===== config.mk =====
export PLATFORM = sky130hd
export DESIGN_NAME = spi_master
export DESIGN_NICKNAME = d
export VERILOG_FILES = /design/src/rtl/spi_master.sv
export SDC_FILE = /design/constraint.sdc
export NUM_CORES = 1
export LEC_CHECK = 0
export CORE_MARGIN = 1
export CORE_UTILIZATION = 45
export DETAILED_ROUTE_END_ITERATION = 12
export HOLD_SLACK_MARGIN = 0.12
export PLACE_DENSITY = 0.66
export REMOVE_ABC_BUFFERS = 1
export SLEW_MARGIN = 20
export SYNTH_ARGS = -nofsm -noshare
export SYNTH_HDL_FRONTEND = slang
export SYNTH_SLANG_ARGS = --single-unit

===== constraint.sdc =====
create_clock -name CLK -period 5.9 [get_ports CLK]
set_input_delay 1.77 -clock CLK [delete_from_list [all_inputs] [get_ports CLK]]
set_output_delay 1.77 -clock CLK [all_outputs]
set_load 0.02 [all_outputs]

===== src/rtl/spi_master.sv =====
// -----------------------------------------------------------------------------
// spi_master
//   Mode-0 SPI master. Bytes arrive on a valid/ready handshake, are framed by
//   SSEL and shifted out MSB first on MOSI. One received byte is returned on
//   RX_DATA/RX_VALID for every transmitted byte. The SCK half-period is
//   CLK_DIV system clocks, which keeps SCK slow enough for an oversampling
//   slave.
//
// Parameters
//   CLK_DIV   SCK half-period in CLK cycles (4..65535)
//
// Ports
//   CLK       in   system clock, rising edge
//   RESET_N   in   asynchronous active-low reset
//   TX_DATA   in   byte to send, MSB first
//   TX_VALID  in   TX_DATA / TX_LAST valid
//   TX_LAST   in   accepted byte closes the frame
//   TX_READY  out  byte accepted when TX_VALID && TX_READY
//   RX_DATA   out  byte shifted in from MISO during the last completed byte
//   RX_VALID  out  one-cycle pulse qualifying RX_DATA
//   BUSY      out  high whenever the FSM is not idle
//   SCK       out  SPI clock, idles low
//   MOSI      out  serial data to slave
//   MISO      in   serial data from slave (asynchronous)
//   SSEL      out  active-low slave select
// -----------------------------------------------------------------------------
module spi_master #(
  parameter int CLK_DIV = 4
) (
  input  logic       CLK,
  input  logic       RESET_N,
  input  logic [7:0] TX_DATA,
  input  logic       TX_VALID,
  input  logic       TX_LAST,
  output logic       TX_READY,
  output logic [7:0] RX_DATA,
  output logic       RX_VALID,
  output logic       BUSY,
  output logic       SCK,
  output logic       MOSI,
  input  logic       MISO,
  output logic       SSEL
);

  typedef enum logic [2:0] {
    ST_IDLE      = 3'd0,
    ST_SETUP     = 3'd1,
    ST_SHIFT     = 3'd2,
    ST_WAIT_NEXT = 3'd3,
    ST_GAP       = 3'd4
  } state_t;

  localparam logic [15:0] DIV_LAST = 16'(CLK_DIV - 1);

  state_t      state_r;
  logic [15:0] cnt_r;       // half-period counter, 0..CLK_DIV-1
  logic [2:0]  bit_r;       // bit index within the current byte
  logic [6:0]  tx_shift_r;  // bits still to be sent after the one on MOSI
  logic [7:0]  rx_shift_r;
  logic        last_r;      // latched TX_LAST of the byte in flight
  logic        miso_meta_r;
  logic        miso_sync_r;
  logic        cnt_done_s;
  logic        accept_s;

  assign cnt_done_s = (cnt_r == DIV_LAST);
  assign accept_s   = TX_VALID && TX_READY;

  // Two-flop synchronizer for the asynchronous MISO input.
  always_ff @(posedge CLK or negedge RESET_N) begin
    if (!RESET_N) begin
      miso_meta_r <= 1'b0;
      miso_sync_r <= 1'b0;
    end else begin
      miso_meta_r <= MISO;
      miso_sync_r <= miso_meta_r;
    end
  end

  // Transfer FSM with all SPI and handshake outputs registered.
  always_ff @(posedge CLK or negedge RESET_N) begin
    if (!RESET_N) begin
      state_r    <= ST_IDLE;
      cnt_r      <= 16'd0;
      bit_r      <= 3'd0;
      tx_shift_r <= 7'd0;
      rx_shift_r <= 8'd0;
      last_r     <= 1'b0;
      TX_READY   <= 1'b1;
      RX_DATA    <= 8'h00;
      RX_VALID   <= 1'b0;
      BUSY       <= 1'b0;
      SCK        <= 1'b0;
      MOSI       <= 1'b0;
      SSEL       <= 1'b1;
    end else begin
      RX_VALID <= 1'b0;
      case (state_r)
        // IDLE and WAIT_NEXT accept identically; SSEL is already low in WAIT_NEXT.
        ST_IDLE, ST_WAIT_NEXT: begin
          if (accept_s) begin
            tx_shift_r <= TX_DATA[6:0];
            MOSI       <= TX_DATA[7];
            last_r     <= TX_LAST;
            SSEL       <= 1'b0;
            TX_READY   <= 1'b0;
            BUSY       <= 1'b1;
            cnt_r      <= 16'd0;
            state_r    <= ST_SETUP;
          end else begin
            cnt_r <= 16'd0;
          end
        end
        ST_SETUP: begin
          if (cnt_done_s) begin
            cnt_r   <= 16'd0;
            SCK     <= 1'b1;
            state_r <= ST_SHIFT;
          end else begin
            cnt_r <= cnt_r + 16'd1;
          end
        end
        // SCK doubles as the phase flag: high phase when SCK=1, low phase otherwise.
        ST_SHIFT: begin
          if (!cnt_done_s) begin
            cnt_r <= cnt_r + 16'd1;
          end else begin
            cnt_r <= 16'd0;
            if (SCK) begin
              SCK        <= 1'b0;
              rx_shift_r <= {rx_shift_r[6:0], miso_sync_r};
              // The last bit stays on MOSI through bit 8's low phase.
              if (bit_r != 3'd7) begin
                MOSI       <= tx_shift_r[6];
                tx_shift_r <= {tx_shift_r[5:0], 1'b0};
              end
            end else begin
              bit_r <= bit_r + 3'd1;
              if (bit_r == 3'd7) begin
                RX_DATA  <= rx_shift_r;
                RX_VALID <= 1'b1;
                if (last_r) begin
                  SSEL    <= 1'b1;
                  state_r <= ST_GAP;
                end else begin
                  TX_READY <= 1'b1;
                  state_r  <= ST_WAIT_NEXT;
                end
              end else begin
                SCK <= 1'b1;
              end
            end
          end
        end
        // Guarantees a minimum SSEL-high time between frames.
        ST_GAP: begin
          if (cnt_done_s) begin
            cnt_r    <= 16'd0;
            TX_READY <= 1'b1;
            BUSY     <= 1'b0;
            state_r  <= ST_IDLE;
          end else begin
            cnt_r <= cnt_r + 16'd1;
          end
        end
        default: begin
          state_r  <= ST_IDLE;
          cnt_r    <= 16'd0;
          SSEL     <= 1'b1;
          SCK      <= 1'b0;
          TX_READY <= 1'b1;
          BUSY     <= 1'b0;
        end
      endcase
    end
  end

endmodule

==> impl_metrics.env, run 1 <==
export IMPL_area_delta_synth_final_pct=17.62
export IMPL_synthCells=230
export IMPL_cts_root_buf="clkbuf_8"
export IMPL_die_height_um=77.06
export IMPL_rr_startpoint="cnt_r[0]$_DFF_PN0_"
export IMPL_firstDrtPassIters=4
export IMPL_synth_seq_cells=54
export IMPL_clock_latency_ns=0.31
export IMPL_power_leakage_uw=0.001316
export IMPL_cts_tree="yes"
export IMPL_crit_path_end_kind="register"
export IMPL_grt_pass1_wl_mm=8.079
export IMPL_ys_seq_area_share_pct=53.41
export IMPL_fin_skew_ns=0.008928
export IMPL_outcome="finished clean"
export IMPL_clk_pin_slew_worst_paths_ns=0.09
export IMPL_postCtsHoldBufs=0
export IMPL_dp_cells=320
export IMPL_p_per_area_mw_per_mm2=319.1
export IMPL_drc_errors=0
export IMPL_die_area_sq_mm=0.005937
export IMPL_period_share_pct=56.70
export IMPL_p_total_uw=951.6
export IMPL_cts_buffer_depth=2
export IMPL_synth_edf_count=0
export IMPL_drive_above_1_share_pct=17.05
export IMPL_rows=26
export IMPL_synth_avg_cell_area_sq_um=11.02
export IMPL_worstPathArrival_ns=3.54
export IMPL_pin_count=27
export IMPL_wl_per_cell_um=14.38
export IMPL_max_freq_mhz=298.9
export IMPL_critPathRequiredTime_ns=6.10
export IMPL_grt_usage_pct=17.18
export IMPL_finalSetupViolCount=0
export IMPL_crit_fanout=8
export IMPL_finalCriticalPeriod_ns=3.346
export IMPL_max_cap_violations=0
export IMPL_drtIter0Drc=92
export IMPL_critPathLaunch="TX_VALID"
export IMPL_final_util_pct=56.58
export IMPL_slew_viol_final=0
export IMPL_num_vias=1786
export IMPL_grt_overflow_total=0
export IMPL_cts_repair_resized=0
export IMPL_min_path_type="register to register"
export IMPL_postCtsSetupBuffers=0
export IMPL_initial_utilization_pct=48.10
export IMPL_async_flop_share_pct=100.0
export IMPL_diodes=0
export IMPL_grt_pass1_vias=1720
export IMPL_nNetsFinal=273
export IMPL_hold_viol=0
export IMPL_cts_sinks=54
export IMPL_antenna_found_initial=0
export IMPL_die_x_um=77.06
export IMPL_dominantRegCellSynth="dfrtp_1"
export IMPL_viasPerCell=5.445
export IMPL_yosysWarningCount=0
export IMPL_grt_max_degree=55
export IMPL_tightest_slew_ns=0.6646
export IMPL_place_hpwl_mm=3.184
export IMPL_rsz0062_at_grt="false"
export IMPL_critPathKind="primary input to register"
export IMPL_htreeDepth=2
export IMPL_critPathLaunchType="primary input"
export IMPL_totalWireLength_mm=4.716
export IMPL_numCtsBuffers=5
export IMPL_synth_area_sq_mm=0.002535
export IMPL_synth_cell_types=48
export IMPL_coreArea_sq_mm=0.005270
export IMPL_peakVddDrop_v=0.0001724
export IMPL_fin_tns_setup_ns=0
export IMPL_ant_nets=0
export IMPL_routabilityCongestion=0.8083
export IMPL_final_cells=328
export IMPL_relSlewSlack_pct=55.70
export IMPL_timing_hold_worst_start="miso_meta_r$_DFF_PN0_"
export IMPL_io_buffers=26
==> cell usage in the layout, fill, tap and decap left out, types with 2 or more instances in the layout <==
master and n:
a21oi_1 15, o21ai_0 5, nor3_1 7, nor3b_1 4
or3_1 2, buf_4 3, o31ai_1 2, nor2_1 27
nand2b_1 3, dfrtp_1 52, o22a_1 7, nand3_1 5
or3b_2 2, nor4_1 2, clkdlybuf4s50_1 25, ha_1 3
or4_1 3, inv_1 4, nand4_1 5, clkbuf_8 5
nor2b_1 4, xor2_1 8, a2111oi_0 2, nand2_1 10
dfstp_2 2, mux2_2 19, xnor2_1 5
==> final timing paths <==
path / endpoint / slack (ns) / cells past startpoint
min in group asynchronous: state_r[0]$_DFFE_PN0P_ / 1.56 / 2
setup reg to reg: RX_DATA[0]$_DFFE_PN0P_ / 3.04 / 5
hold reg to reg: miso_sync_r$_DFF_PN0_ / 0.36 / 0
max in group asynchronous: bit_r[0]$_DFFE_PN0P_ / 3.89 / 2
hold / removal: miso_sync_r$_DFF_PN0_ / 0.36 / 0
setup / recovery: tx_shift_r[5]$_DFFE_PN0P_ / 2.55 / 5
==> cell type report <==
type,count,area [sq um]
clock buffers,5,68.82
clock inverters,3,43.79
fillers,479,2288
inverters,4,15.01
multi-input cells,163,1135
flip-flops and latches,54,1354
well taps,70,87.58
repair buffers,29,277.8
==> state kept, by name, summed over array words and instances (netlist names) <==
register     count
SSEL             1
miso_meta_r      1
TX_READY         1
bit_r            3
BUSY             1
state_r          3
SCK              1
rx_shift_r       8
miso_sync_r      1
last_r           1
RX_VALID         1
cnt_r           16
tx_shift_r       7
MOSI             1
RX_DATA          8
==> per-stage QoR <==
stage | hold slack, ns | setup slack, ns | cell area (sq um)
after floorplan | 0.3312 | 2.739 | 2497
after global placement | 0.3361 | 2.286 | 2869
after detailed placement | 0.3347 | 2.195 | 2869
after CTS | 0.3581 | 2.532 | 2982
after global routing | 0.3681 | 2.403 | 2982
final | 0.3562 | 2.554 | 2982
==> synthesized netlist by cell type (2+ instances only) <==
master	n	area share, %
mux2_2	19	8.4
or3b_2	2	0.69
or4_1	3	0.89
nand3_1	5	0.99
nor2b_1	4	0.99
o21ai_0	5	0.99
clkbuf_1	8	1.2
ha_1	3	1.5
o22a_1	7	2.4
nand2_1	10	1.5
a21oi_1	15	3.0
inv_1	4	0.59
nand2b_1	3	0.74
dfrtp_1	52	51
nor3_1	7	1.4
nand4_1	5	1.2
nor2_1	27	4.0
xnor2_1	5	1.7
o31ai_1	2	0.59
xor2_1	8	2.8
or3_1	2	0.49
nor3b_1	4	1.2
nor4_1	3	0.74
a2111oi_0	2	0.69
dfstp_2	2	2.1
==> cells by family (layout without fill, tap and decap cells) <==
| family | Yosys count | in the layout | share of synthesized area, % |
|---|---|---|---|
| adders and majority gates | 3 | 3 | 1.481 |
| xor gates and xnor gates | 13 | 13 | 4.492 |
| AOI/OAI and AO/OA | 41 | 41 | 10.81 |
| muxes | 20 | 20 | 8.835 |
| and+or+nand+nor | 86 | 86 | 18.91 |
| DFF | 54 | 54 | 53.41 |
| buffers and inverters | 13 | 41 | 2.073 |
==> critical path, cell delays in order <==
cell and delay (ns):
clkdlybuf4s50_1 0.44, and3b_1 0.23, a32oi_1 0.53, a21oi_1 0.29
o22a_1 0.28
==> routing by layer <==
layer	share of wire [%]	global-route usage, %
met2	46	28.48
met4	1.1	4.717
met3	3.3	4.048
met5	0	0
met1	49	22.52
==> power breakdown <==
group,leakage [uW],total [uW],internal (uW),switching [uW]
registers,0.000703,481,426,54.5
clock network,0.0000585,247,127,120
logic,0.000555,224,106,118
total,0.00132,952,660,292
Power figures use the tool's default switching activity.
==> run 2, diff against run 1 <==
==> constraint.sdc (replaced) <==
create_clock -name CLK -period 3.2 [get_ports CLK]
set_input_delay 0.96 -clock CLK [delete_from_list [all_inputs] [get_ports CLK]]
set_output_delay 0.96 -clock CLK [all_outputs]
set_load 0.02 [all_outputs]
==> run 2 against run 1 <==
Register-to-register slack lost 2.7 ns. Global-route usage rose by 0.90 points. Via count increased by 1.9%. Total power grew 79%. Critical path type is now register to register. Critical endpoint is now RX_DATA[5]$_DFFE_PN0P_. Largest cell class unchanged.
==> impl_metrics.env, run 2 (synthesis gave the netlist of run 1 again) <==
export IMPL_power_share_clock_pct=23.5
export IMPL_hold_viol=0
export IMPL_rsz0062_at_grt="false"
export IMPL_slew_viol_final=0
export IMPL_ant_nets=0
export IMPL_largest_register_ffs=16
export IMPL_final_cells=330
export IMPL_period_share_pct=88.45
export IMPL_grt_overflow_total=0
export IMPL_rows=26
export IMPL_final_common_cell="dfrtp_1"
export IMPL_p_per_area_mw_per_mm2=572.5
export IMPL_postCtsSetupBuffers=0
export IMPL_die_x_um=77.06
export IMPL_drc_errors=0
export IMPL_final_util_pct=56.58
export IMPL_io_buffers=26
export IMPL_firstDrtPassIters=4
export IMPL_totalWireLength_mm=4.824
export IMPL_finalSetupViolCount=0
export IMPL_cts_root_buf="clkbuf_8"
export IMPL_critPathKind="register to register"
export IMPL_drtIter0Drc=84
export IMPL_fin_tns_setup_ns=0
export IMPL_routabilityCongestion=0.7830
export IMPL_htreeDepth=2
export IMPL_grt_usage_pct=18.08
export IMPL_cts_tree="yes"
export IMPL_cts_repair_resized=0
export IMPL_regMostFlops="cnt_r"
export IMPL_numCtsBuffers=5
export IMPL_viasPerCell=5.515
export IMPL_finalCriticalPeriod_ns=2.830
export IMPL_grt_pass1_wl_mm=8.521
export IMPL_num_vias=1820
export IMPL_grt_pass1_vias=1833
export IMPL_fin_skew_ns=0.007268
export IMPL_power_leakage_uw=0.001318
export IMPL_pwr_share_seq_pct=51.7
export IMPL_largest_registers="cnt_r x16, RX_DATA x8, rx_shift_r x8"
export IMPL_switching_share_pct=32.80
export IMPL_crit_fanout=9
export IMPL_place_hpwl_mm=3.342
export IMPL_intPower_uw=1147
export IMPL_min_path_type="register to register"
export IMPL_power_frac_comb_pct=24.8
export IMPL_max_cap_violations=0
export IMPL_relSlewSlack_pct=47.32
export IMPL_area_delta_synth_final_pct=17.62
export IMPL_initial_utilization_pct=48.10
export IMPL_pin_count=27
export IMPL_nNetsFinal=275
export IMPL_antenna_found_initial=0
export IMPL_postCtsHoldBufs=0
export IMPL_worstPathArrival_ns=3.04
export IMPL_die_area_sq_mm=0.005937
export IMPL_peakVddDrop_v=0.0002957
export IMPL_drive_above_1_share_pct=17.69
export IMPL_grt_max_degree=35
export IMPL_cts_buffer_depth=2
export IMPL_clk_pin_slew_worst_paths_ns=0.11
export IMPL_dp_cells=322
export IMPL_clock_latency_ns=0.31
export IMPL_outcome="finished clean"
export IMPL_layout_common_cells="dfrtp_1, nor2_1, clkdlybuf4s50_1"
export IMPL_coreArea_sq_mm=0.005270
export IMPL_wl_per_cell_um=14.62
export IMPL_tightest_slew_ns=0.7885
export IMPL_cts_sinks=54
export IMPL_max_freq_mhz=353.3
export IMPL_die_height_um=77.06
export IMPL_diodes=0
export IMPL_critPathRequiredTime_ns=3.41
export IMPL_crit_path_end_kind="register"
export IMPL_power_switching_uw=559.9
export IMPL_critPathLaunchType="register"
run 2: area by class of cell:
cell class              instances  area, sq um
repair buffers                 31        292.8
flip-flops and latches         54         1354
multi-input cells             163         1135
inverters                       4        15.01
well taps                      70        87.58
clock inverters                 3        28.78
fillers                       476         2288
clock buffers                   5        68.82
run 2: layer usage:
layer  routed length (um)  GRT usage (%)  share of wire (%)  up-vias
li1                     -              -                  -      892
met1                 2258          24.57                 47      892
met2                 2315          28.93                 48       31
met3                  207          4.048                4.3        5
met4                   42          5.472               0.87        0
met5                    0              0                  0        -
run 2: worst max-delay path: stages (launching register included):
cell and delay, ns:
dfrtp_1 0.40, ha_1 0.23, or4b_4 0.49, or4_1 0.70, nor3_4 0.50, mux2_2 0.39
run 2: metrics by stage:
step / hold slack [ns] / worst slack, ns / total power (uW) / area [sq um]
3_3_place_gp: 0.3379 / 0.4528 / 1313 / 2884
6_report: 0.3606 / 0.3696 / 1707 / 2982
2_1_floorplan: 0.3312 / 0.03904 / 1160 / 2497
3_5_place_dp: 0.3403 / 0.3667 / 1323 / 2884
4_1_cts: 0.3658 / 0.3706 / 1726 / 2982
5_1_grt: 0.3789 / 0.2677 / 1816 / 2982
run 2: power groups by stage:
stage,Sequential (uW),Combinational [uW],Clock (uW)
after global routing,903,474,439
after CTS,883,428,415
after global placement,892,421,0
final,882,424,401
after floorplan,890,270,0
after detailed placement,897,426,0
run 2: path summary, 6_finish.rpt:
check,startpoint,end,slack (ns),cells past startpoint
max in group asynchronous,RESET_N,SSEL$_DFFE_PN1P_,1.80,2
min in group asynchronous,RESET_N,cnt_r[0]$_DFF_PN0_,0.59,1
hold reg to reg,miso_meta_r$_DFF_PN0_,miso_sync_r$_DFF_PN0_,0.36,0
hold / removal,miso_meta_r$_DFF_PN0_,miso_sync_r$_DFF_PN0_,0.36,0
setup reg to reg,cnt_r[0]$_DFF_PN0_,RX_DATA[5]$_DFFE_PN0P_,0.37,5
setup / recovery,cnt_r[0]$_DFF_PN0_,RX_DATA[5]$_DFFE_PN0P_,0.37,5
